$ cat config.mk
export PLATFORM = sky130hd
export DESIGN_NAME = ikaopll_op
export DESIGN_NICKNAME = d
export VERILOG_FILES = /design/src/rtl/ikaopll_op.sv
export SDC_FILE = /design/constraint.sdc
export NUM_CORES = 1
export LEC_CHECK = 0
export CAP_MARGIN = 20
export CORE_AREA = 3 3 209 211
export DETAILED_ROUTE_END_ITERATION = 12
export DIE_AREA = 0 0 212 214
export DONT_BUFFER_PORTS = 1
export GPL_ROUTABILITY_DRIVEN = 0
export HOLD_SLACK_MARGIN = 0.1
export PLACE_DENSITY_LB_ADDON = 0.3
export SLEW_MARGIN = 5
export SYNTH_ARGS = -nofsm -noshare
export SYNTH_HDL_FRONTEND = slang
export SYNTH_SLANG_ARGS = --single-unit
$ cat constraint.sdc
create_clock -name i_EMUCLK -period 6.5 [get_ports i_EMUCLK]
set_clock_uncertainty 0.2 [all_clocks]
set_input_delay 0.975 -clock i_EMUCLK [delete_from_list [all_inputs] [get_ports i_EMUCLK]]
set_output_delay 0.975 -clock i_EMUCLK [all_outputs]
set_load 0.005 [all_outputs]
$ cat src/rtl/ikaopll_op.sv
// OPLL operator: phase modulation, log-sine lookup, attenuation and exponential
// conversion in a 3-stage pipeline, plus the output history used for modulation/feedback.
module ikaopll_op (
  input  logic               i_EMUCLK,
  input  logic               i_IC_n,
  input  logic               i_phi1_NCEN_n,
  input  logic               i_CYCLE_00,
  input  logic               i_MnC_SEL,
  input  logic [9:0]         i_PHASE,
  input  logic [2:0]         i_FB,
  input  logic               i_DM,
  input  logic               i_DC,
  input  logic [6:0]         i_OP_ATTNLV,
  input  logic               i_OP_ATTNLV_MAX,
  output logic signed [12:0] o_OP_OUT
);

  // hist_q[k] holds the output of the slot 3+k slots before the one entering stage 1
  localparam int  HIST_DEPTH = 34;
  localparam real PI         = 3.14159265358979323846;

  function automatic int logsin_val(input int i);
    real ang;
    ang = ($itor(2 * i + 1) * PI) / 1024.0;
    return $rtoi(-($ln($sin(ang)) / $ln(2.0)) * 256.0 + 0.5);
  endfunction

  function automatic int exp_val(input int j);
    return $rtoi(($pow(2.0, $itor(j) / 256.0) - 1.0) * 1024.0 + 0.5);
  endfunction

  logic [11:0] logsin_rom [256];
  logic [9:0]  exp_rom    [256];

  for (genvar gi = 0; gi < 256; gi++) begin : g_rom
    localparam int LS = logsin_val(gi);
    localparam int EX = exp_val(gi);
    assign logsin_rom[gi] = LS[11:0];
    assign exp_rom[gi]    = EX[9:0];
  end

  logic en;
  logic unused_cycle;
  assign en           = ~i_phi1_NCEN_n;
  assign unused_cycle = i_CYCLE_00;

  logic signed [12:0] hist_q [HIST_DEPTH];

  // Stage 0: modulation source and phase sum
  logic signed [13:0] fb_sum;
  logic [9:0]         fb_mod, car_mod, mod_val, phase_d;

  always_comb begin
    fb_sum  = {hist_q[15][12], hist_q[15]} + {hist_q[33][12], hist_q[33]};
    fb_mod  = 10'(fb_sum >>> (4'd9 - {1'b0, i_FB}));
    car_mod = 10'(hist_q[0] >>> 1);
    mod_val = '0;
    if (i_MnC_SEL) begin
      if (i_FB != 3'd0) mod_val = fb_mod;
    end else begin
      mod_val = car_mod;
    end
    phase_d = i_PHASE + mod_val;
  end

  logic [9:0] phase_p1_q;
  logic       mnc_p1_q, zsel_p1_q, vld_p1_q;

  always_ff @(posedge i_EMUCLK or negedge i_IC_n) begin
    if (!i_IC_n) begin
      phase_p1_q <= '0;
      mnc_p1_q   <= 1'b0;
      zsel_p1_q  <= 1'b0;
      vld_p1_q   <= 1'b0;
    end else if (en) begin
      phase_p1_q <= phase_d;
      mnc_p1_q   <= i_MnC_SEL;
      zsel_p1_q  <= i_MnC_SEL ? i_DM : i_DC;
      vld_p1_q   <= 1'b1;
    end
  end

  // Stage 1 -> 2: quarter-wave log-sine lookup
  logic [7:0] idx_d;
  assign idx_d = phase_p1_q[8] ? ~phase_p1_q[7:0] : phase_p1_q[7:0];

  logic [11:0] logsin_p2_q;
  logic        sign_p2_q, zero_p2_q, mnc_p2_q, vld_p2_q;

  always_ff @(posedge i_EMUCLK or negedge i_IC_n) begin
    if (!i_IC_n) begin
      logsin_p2_q <= '0;
      sign_p2_q   <= 1'b0;
      zero_p2_q   <= 1'b0;
      mnc_p2_q    <= 1'b0;
      vld_p2_q    <= 1'b0;
    end else if (en) begin
      logsin_p2_q <= logsin_rom[idx_d];
      sign_p2_q   <= phase_p1_q[9];
      zero_p2_q   <= zsel_p1_q & phase_p1_q[9];
      mnc_p2_q    <= mnc_p1_q;
      vld_p2_q    <= vld_p1_q;
    end
  end

  // Stage 2 -> 3: attenuation, exponential conversion and sign
  logic [12:0]        tot;
  logic [9:0]         expv;
  logic [10:0]        mant;
  logic [11:0]        mag;
  logic signed [12:0] out_d, hist_d;

  always_comb begin
    tot  = {1'b0, logsin_p2_q} + {2'b00, i_OP_ATTNLV, 4'b0000};
    expv = exp_rom[~tot[7:0]];
    mant = {1'b0, expv} + 11'd1024;
    mag  = {mant, 1'b0} >> tot[11:8];
    // slots still filling after reset are silenced so no partial output escapes
    if (tot[12] | i_OP_ATTNLV_MAX | zero_p2_q | ~vld_p2_q) mag = '0;
    out_d  = sign_p2_q ? -$signed({1'b0, mag}) : $signed({1'b0, mag});
    hist_d = mnc_p2_q ? out_d : '0;
  end

  logic signed [12:0] out_p3_q;

  always_ff @(posedge i_EMUCLK or negedge i_IC_n) begin
    if (!i_IC_n) begin
      out_p3_q <= '0;
      for (int k = 0; k < HIST_DEPTH; k++) hist_q[k] <= '0;
    end else if (en) begin
      out_p3_q  <= out_d;
      hist_q[0] <= hist_d;
      for (int k = 1; k < HIST_DEPTH; k++) hist_q[k] <= hist_q[k-1];
    end
  end

  assign o_OP_OUT = out_p3_q;

endmodule

======== After elaboration in Yosys (flattened, before gate mapping) ========
Memory sizes are Yosys's and may differ from the RTL's. A register that Yosys moved wholly into a read port is not among the register bits.
Index checks and enable logic that the tools add are counted.
operators by class
  $add $sub $neg .......................... 6
  $lt $le $gt $ge ......................... 1
  shifts and indexed selects .............. 2
  multiplexer cells ....................... 9
  bitwise operators ....................... 9
  reduce and logical (&&, ||, !) cells .... 3
operators with widths
  cell                      count
  $mux W10                  4
  $mux W13                  2
  $not A8 Y9                2
  $not A8 Y8                2
  $add A13 B13 Y14          1
  $sshr A14 B4 Y10          1
  $add A12 B11 Y13          1
  $neg A12 Y13              1
  $mux W12                  1
  $shr A12 B4 Y12           1
  $add A10 B11 Y11 const B  1
  $add A10 B10 Y10          1
  $ge A9 B9 Y1 const B      1
  $mux W8                   1
  $sub A4 B3 Y4 const A     1
  $or A1 B1 Y1              3
  $reduce_bool A3 Y1        1
  $logic_not A1 Y1          2
  $and A1 B1 Y1             1
  $mux W1                   1
  $not A1 Y1                1
storage, ports and cells
  register bits ........................... 472
  ROM bits ................................ 5632
  input port bits ......................... 28
  output and inout bits ................... 13
  word-level logic and storage cells ...... 75
  memories kept ........................... 2
memories
  name              words  width  rd ports  clocked after Yosys merged registers in  wr ports  line  RTL
  (name not given)  256    12     1         1                                        0         98    logsin_p2_q <= logsin_rom[idx_d];
  (name not given)  256    10     1         0                                        0         115   expv = exp_rom[~tot[7:0]];

======== Depth between registers and ports, before layout ========
Gate-level depths: netlist of run 1.
  depth in word-level cells ............... 12
  depth in mapped cells ................... 26
  mapped depth without buffers ............ 26

======== Worst setup path after synthesis of run 1 ========
OpenSTA, ideal clock, no wires.
  path type ............................... reg-to-reg
  start ................................... reg hist_q[0] (netlist bit)
  end ..................................... reg phase_p1_q[9]
  setup time .............................. 0.133 ns
  data arrival time ....................... 4.855 ns
  required time ........................... 6.167 ns
  setup slack ............................. 1.311 ns
  stages on the path, launching flop included .. 26
  path buffers ............................ 0
  clock period less this slack ............ 5.189 ns
  cells stage by stage .................... dfrtp_1 ha_1 fa_1 a21o_1 a21oi_1 o21ai_0 a2111o_1 a21oi_1 nor3_1 a211o_1 a211o_1 a211oi_1 a211o_1 o21ai_0 ha_1 a21o_1 a21oi_1 o21ai_0 a21oi_1 o21bai_1 a21oi_1 o21bai_1 a21oi_1 xor2_1 xnor2_1 o21ai_0
on the way
  longest elaborated chain between the ends .. 5
RTL lines
  item                    line  RTL
  start: declaration      47    logic signed [12:0] hist_q [HIST_DEPTH];
  $add A13 B13 Y14        54    fb_sum = {hist_q[15][12], hist_q[15]} + {hist_q[33][12], hist_q[33]};
  $sshr A14 B4 Y10        55    fb_mod = 10'(fb_sum >>> (4'd9 - {1'b0, i_FB}));
  $mux W10                59    if (i_FB != 3'd0) mod_val = fb_mod;
  $mux W10                58    if (i_MnC_SEL) begin
  $add A10 B10 Y10        63    phase_d = i_PHASE + mod_val;
  end signal: assignment  76    phase_p1_q <= phase_d;
  end: declaration        66    logic [9:0] phase_p1_q;
No other way between the ends.
A chain may end at the register's enable or synchronous reset.

======== Worst setup path after layout of run 1 ========
  start ................................... reg hist_q[234] (netlist bit)
  end ..................................... reg phase_p1_q[9]
Same word-level chain as after synthesis.

==> results.cfg, run 1 <==
[synth]
syn_area_um2 = 25900
synth_area_leader_cell = dfrtp_1
ys_top_cells_by_area = dfrtp_1, mux2_2, ha_1, o21ai_0, a21oi_1
synth_cells = 2355
syn-num-nets = 2448
async_reset_ff_frac = 1.00
avgSynthCellArea_um2 = 11.0
seq_area_frac_synth = 0.468
yosys_warnings = 0
synth_edf_count = 0
ys_seq_elements = 484
yosys.cell_types.count = 101
synthFlopType = dfrtp_1
yosys.area.top_type_share = 0.468

[cts]
cts-root-buf = clkbuf_16
numCtsBuffers = 48
cts_max_level = 2
cts.path.max_buffers = 3
cts_tree = yes
clk_pin_slew_worst_paths_ps = 60
cts_num_sinks = 484
clkLatencyLatePin_ps = 590
cts.repair.resized = 0

[grt]
grt_max_degree = 516
grt_pass1_vias = 18100
grt_overflow = 0
grt.total_usage = 0.242
grt_pass1_wl_um = 92000
grt_antenna_before_repair = 0

[detailed_routing]
route.detailed.wl_per_inst_um = 19.7
ant_nets = 0
vias = 18600
wl_um = 55800
drt_iter0_markers = 2560
drc = 0
drt-vias-per-instance = 6.56
first_pass_iters = 8

[setup_path]
rr_endpoint = phase_p1_q[9]
endpoint_kind = register
worstRegToRegCells = 25
arrival_ps = 6270
start_kind = register
crit_required_ps = 6710
crit_start = hist_q[234]
endpoint = phase_p1_q[9]
r2r_slack_ps = 440
path_class = register to register
cp_common_cell = a21oi_1
timing.rr.start = hist_q[234]
cp_max_fo = 3
critPathMaxStageDelay_ps = 480
cp_slowest_cell = a2111o_1

[timing]
setup_tns_ps = 0
period_share = 0.932
period_needed_ps = 6060
fmax_ghz = 0.165
finalSetupViolCount = 0
slew_viol_final = 0
hold-worst-slack_ps = -96.5
worst_pin_slew_ps = 1240
grt_setup_unrepaired = false
hold_violations = 101
slew_headroom = 0.173

[cells_and_area]
drive_gt1_frac = 0.254
syn2layout_area_growth_pct = 6.73
final_util = 0.658
fillers = 3042
fin_nets = 2349
final_common_cell = dfrtp_1
antenna_cells = 0
final_cell_mix = dfrtp_1, mux2_2, nand2_1

[placement]
port-buffer-count = 0
hpwl_um = 35200

[outcome]
violations = hold timing
status = complete, but fails checks

[floorplan]
die_y_um = 214
core_um2 = 41900
die_w_um = 212
pin_count = 41
die_area_um2 = 45400
core.rowCount = 75
start_util = 0.617

[pwr]
vdd.ir_drop.worst_mv = 0.342
p_per_area_nw_per_um2 = 578
power_leakage_nw = 12.8

[min_path]
min_path_type = primary input to asynchronous set/reset pin

[flow_run]
drv_cap = 0
[metal layers]
layer	up-vias	part of all wire	GRT usage
met5	-	0	0
met2	888	0.46	0.379
met4	0	0.041	0.106
li1	8489	-	-
met3	216	0.080	0.0428
met1	8968	0.42	0.333
[kinds of logic (layout without fill, tap and decap cells)]
group,count (synthesis),in the layout,share of synthesized area
AOI/OAI and AO/OA,580,580,0.154
muxes,455,455,0.199
adders and majority gates,65,65,0.0323
buffers and inverters,221,158,0.0378
DFF,484,484,0.468
and+or+nand+nor,504,504,0.0926
xor gates and xnor gates,46,46,0.0159
[synthesized netlist by cell type (9+ instances only)]
library cell / count
o31ai_1: 12
o311ai_0: 15
xor2_1: 20
nand3_1: 36
nor2b_1: 31
and2_1: 9
o21a_1: 11
nor4_1: 9
a311oi_1: 15
buf_6: 12
inv_1: 39
o2111ai_1: 11
nor2_1: 138
mux2i_1: 14
o221ai_1: 10
nand4_1: 10
buf_2: 17
a21o_1: 14
a21oi_1: 115
dfrtp_1: 484
o211ai_1: 27
a211o_1: 13
ha_1: 62
clkbuf_1: 133
mux2_2: 436
nand2_1: 147
o21ai_0: 131
nand2b_1: 23
nor3_1: 52
a221oi_1: 12
o22ai_1: 22
a31oi_1: 23
xnor2_1: 25
a211oi_1: 46
[where the power goes]
group          switching, mW  internal [mW]  total, mW
combinational           5.18           3.25       8.43
sequential             0.709           4.04       4.75
clock                   1.15           1.62       2.77
[final cells by class]
cell class | instances | area (µm²) | share of cell area
clock inverter | 14 | 174 | 0.00630
sequential | 484 | 12100 | 0.439
multi-input combinational | 1650 | 12800 | 0.465
clock buffer | 72 | 1440 | 0.0522
inverter | 44 | 165 | 0.00598
timing repair buffer | 28 | 210 | 0.00762
tap | 539 | 674 | 0.0244
[state kept, by name (all words and copies together) (netlist names)]
signal	cells
hist_q	432
phase_p1_q	10
zero_p2_q	1
sign_p2_q	1
vld_p2_q	1
car_mod	10
mnc_p1_q	1
logsin_p2_q	12
mnc_p2_q	1
vld_p1_q	1
o_OP_OUT	13
zsel_p1_q	1
[worst min path at each step]
stage                  start           to  slack, ps  depth (start not counted)
floorplan           vld_p1_q     vld_p1_q        230                          1
global placement    vld_p1_q     vld_p1_q        250                          1
detailed placement  vld_p1_q     vld_p1_q        250                          1
CTS                   i_IC_n  hist_q[106]       -130                          0
global route          i_IC_n  hist_q[164]       -130                          0
finish                i_IC_n  hist_q[177]       -100                          0
[worst max-delay path, delay by kind of cell, from the launching register on]
kind / cells / cell delay, ps
and+or+nand+nor: 1 / 80
adders and majority gates: 3 / 830
AOI/OAI and AO/OA: 19 / 3920
DFF: 1 / 400
xor gates and xnor gates: 2 / 430
[what timing repair did]
| action | 4_1_cts | 5_1_grt |
|---|---|---|
| endpoints found under the hold margin | 484 | 484 |
| setup endpoints to repair | 0 | 0 |
| setup buffers | 0 | 0 |
[through the flow]
stage          cells  total power [mW]  setup WS (ps)  area, µm²
2_1_floorplan   2355              10.9           1310      25900
3_3_place_gp    2745              12.6            792      26000
3_5_place_dp    2745              12.8            627      26000
4_1_cts         2831              15.7            547      27600
5_1_grt         2831              16.9            229      27600
6_report        2831              15.9            442      27600
Power figures use the tool's default switching activity.
==> run 2, diff against run 1 <==
DONT_BUFFER_PORTS = default   (was 1)
==> results.cfg, run 2 (same netlist as run 1, synthesis figures left out) <==
[grt]
grt.total_usage = 0.247
grt_overflow = 0
grt_max_degree = 209
grt_pass1_vias = 18500
grt_antenna_before_repair = 1
grt_pass1_wl_um = 93800

[floorplan]
die_w_um = 212
die_area_um2 = 45400
pin_count = 41
core.rowCount = 75
die_y_um = 214
start_util = 0.617
core_um2 = 41900

[detailed_routing]
wl_um = 56900
drt-vias-per-instance = 6.57
ant_nets = 0
drc = 0
drt_iter0_markers = 2414
first_pass_iters = 8
vias = 18900
route.detailed.wl_per_inst_um = 19.8

[cts]
cts.path.max_buffers = 3
cts_setup_buffers = 0
postCtsHoldBufs = 0
cts_max_level = 2
cts.repair.resized = 0
cts-root-buf = clkbuf_16
cts_num_sinks = 484
clk_pin_slew_worst_paths_ps = 60
numCtsBuffers = 48
cts_tree = yes
clkLatencyLatePin_ps = 580

[setup_path]
worstRegToRegCells = 25
crit_buf_inv = 0
path_depth = 25
arrival_ps = 6240
endpoint_kind = register
critPathTopFamily = compound AO/OA/AOI/OAI gates
crit_required_ps = 6730
path_class = register to register
critPathMaxStageDelay_ps = 490
cp_max_fo = 3
cp_slowest_cell = a2111o_1
cp_common_cell = a21oi_1
start_kind = register

[cells_and_area]
antenna_cells = 0
largest_reg_flops = 432
fin_nets = 2396
top_register = hist_q
final_common_cell = dfrtp_1
final_util = 0.671
final_cell_mix = dfrtp_1, mux2_2, nand2_1
syn2layout_area_growth_pct = 8.80
fin_cells = 2876
drive_gt1_frac = 0.252

[placement]
place_inst = 2792
dp_slack_ps = 477
port-buffer-count = 39
hpwl_um = 36500

[timing]
finalSetupViolCount = 0
setup_tns_ps = 0
hold_violations = 0
worst_pin_slew_ps = 1090
fmax_ghz = 0.166
slew_headroom = 0.276
grt_setup_unrepaired = false
slew_viol_final = 0
period_needed_ps = 6010
worst_slack_ps = 487
period_share = 0.925

[min_path]
min_path_type = primary input to asynchronous set/reset pin

[pwr]
p_per_area_nw_per_um2 = 578
power_mw = 16.3
vdd.ir_drop.worst_mv = 0.376
power_leakage_nw = 13.0

[flow_run]
drv_cap = 0

[outcome]
status = complete, no violations
-- run 2: path summary, 6_finish.rpt --
check,end,startpoint,slack (ps)
max,phase_p1_q[9],hist_q[234],490
min reg2reg,vld_p1_q,vld_p1_q,270
max reg2reg,phase_p1_q[9],hist_q[234],490
min,hist_q[179],i_IC_n,210
max in group asynchronous,hist_q[338],i_IC_n,4480
min in group i_EMUCLK,vld_p1_q,vld_p1_q,270
-- run 2: worst register-to-register path: cells and delay by family, from the launching register on --
kind	cells	cell delay, ps
xor gates and xnor gates	2	430
AOI/OAI and AO/OA	19	3880
and+or+nand+nor	1	80
DFF	1	400
adders and majority gates	3	880
-- run 2: per-stage QoR --
stage	instance area (µm²)	hold WS [ps]
4_1_cts	28100	195
2_1_floorplan	25900	230
5_1_grt	28100	229
6_report	28100	207
3_3_place_gp	26500	247
3_5_place_dp	26500	259
-- run 2: cell type report --
class	count	area, µm²
clock buffers	69	1370
fillers	3000	13800
repair buffers	75	733
clock inverters	15	245
well taps	539	674
inverters	44	165
multi-input cells	1650	12800
flip-flops and latches	484	12100
-- run 2: power breakdown --
| group | switching [mW] | internal (mW) | total (mW) |
|---|---|---|---|
| logic | 5.33 | 3.36 | 8.69 |
| clock network | 1.15 | 1.67 | 2.82 |
| registers | 0.708 | 4.04 | 4.75 |
| total | 7.19 | 9.07 | 16.3 |
-- run 2: routing by layer --
metal / share of wire / track usage / wire length, µm / vias up
met5: 0.00030 / 0 / 17 / -
met3: 0.078 / 0.0412 / 4450 / 262
li1: - / - / - / 8574
met1: 0.41 / 0.338 / 23300 / 9146
met2: 0.47 / 0.392 / 26600 / 922
met4: 0.045 / 0.105 / 2550 / 2
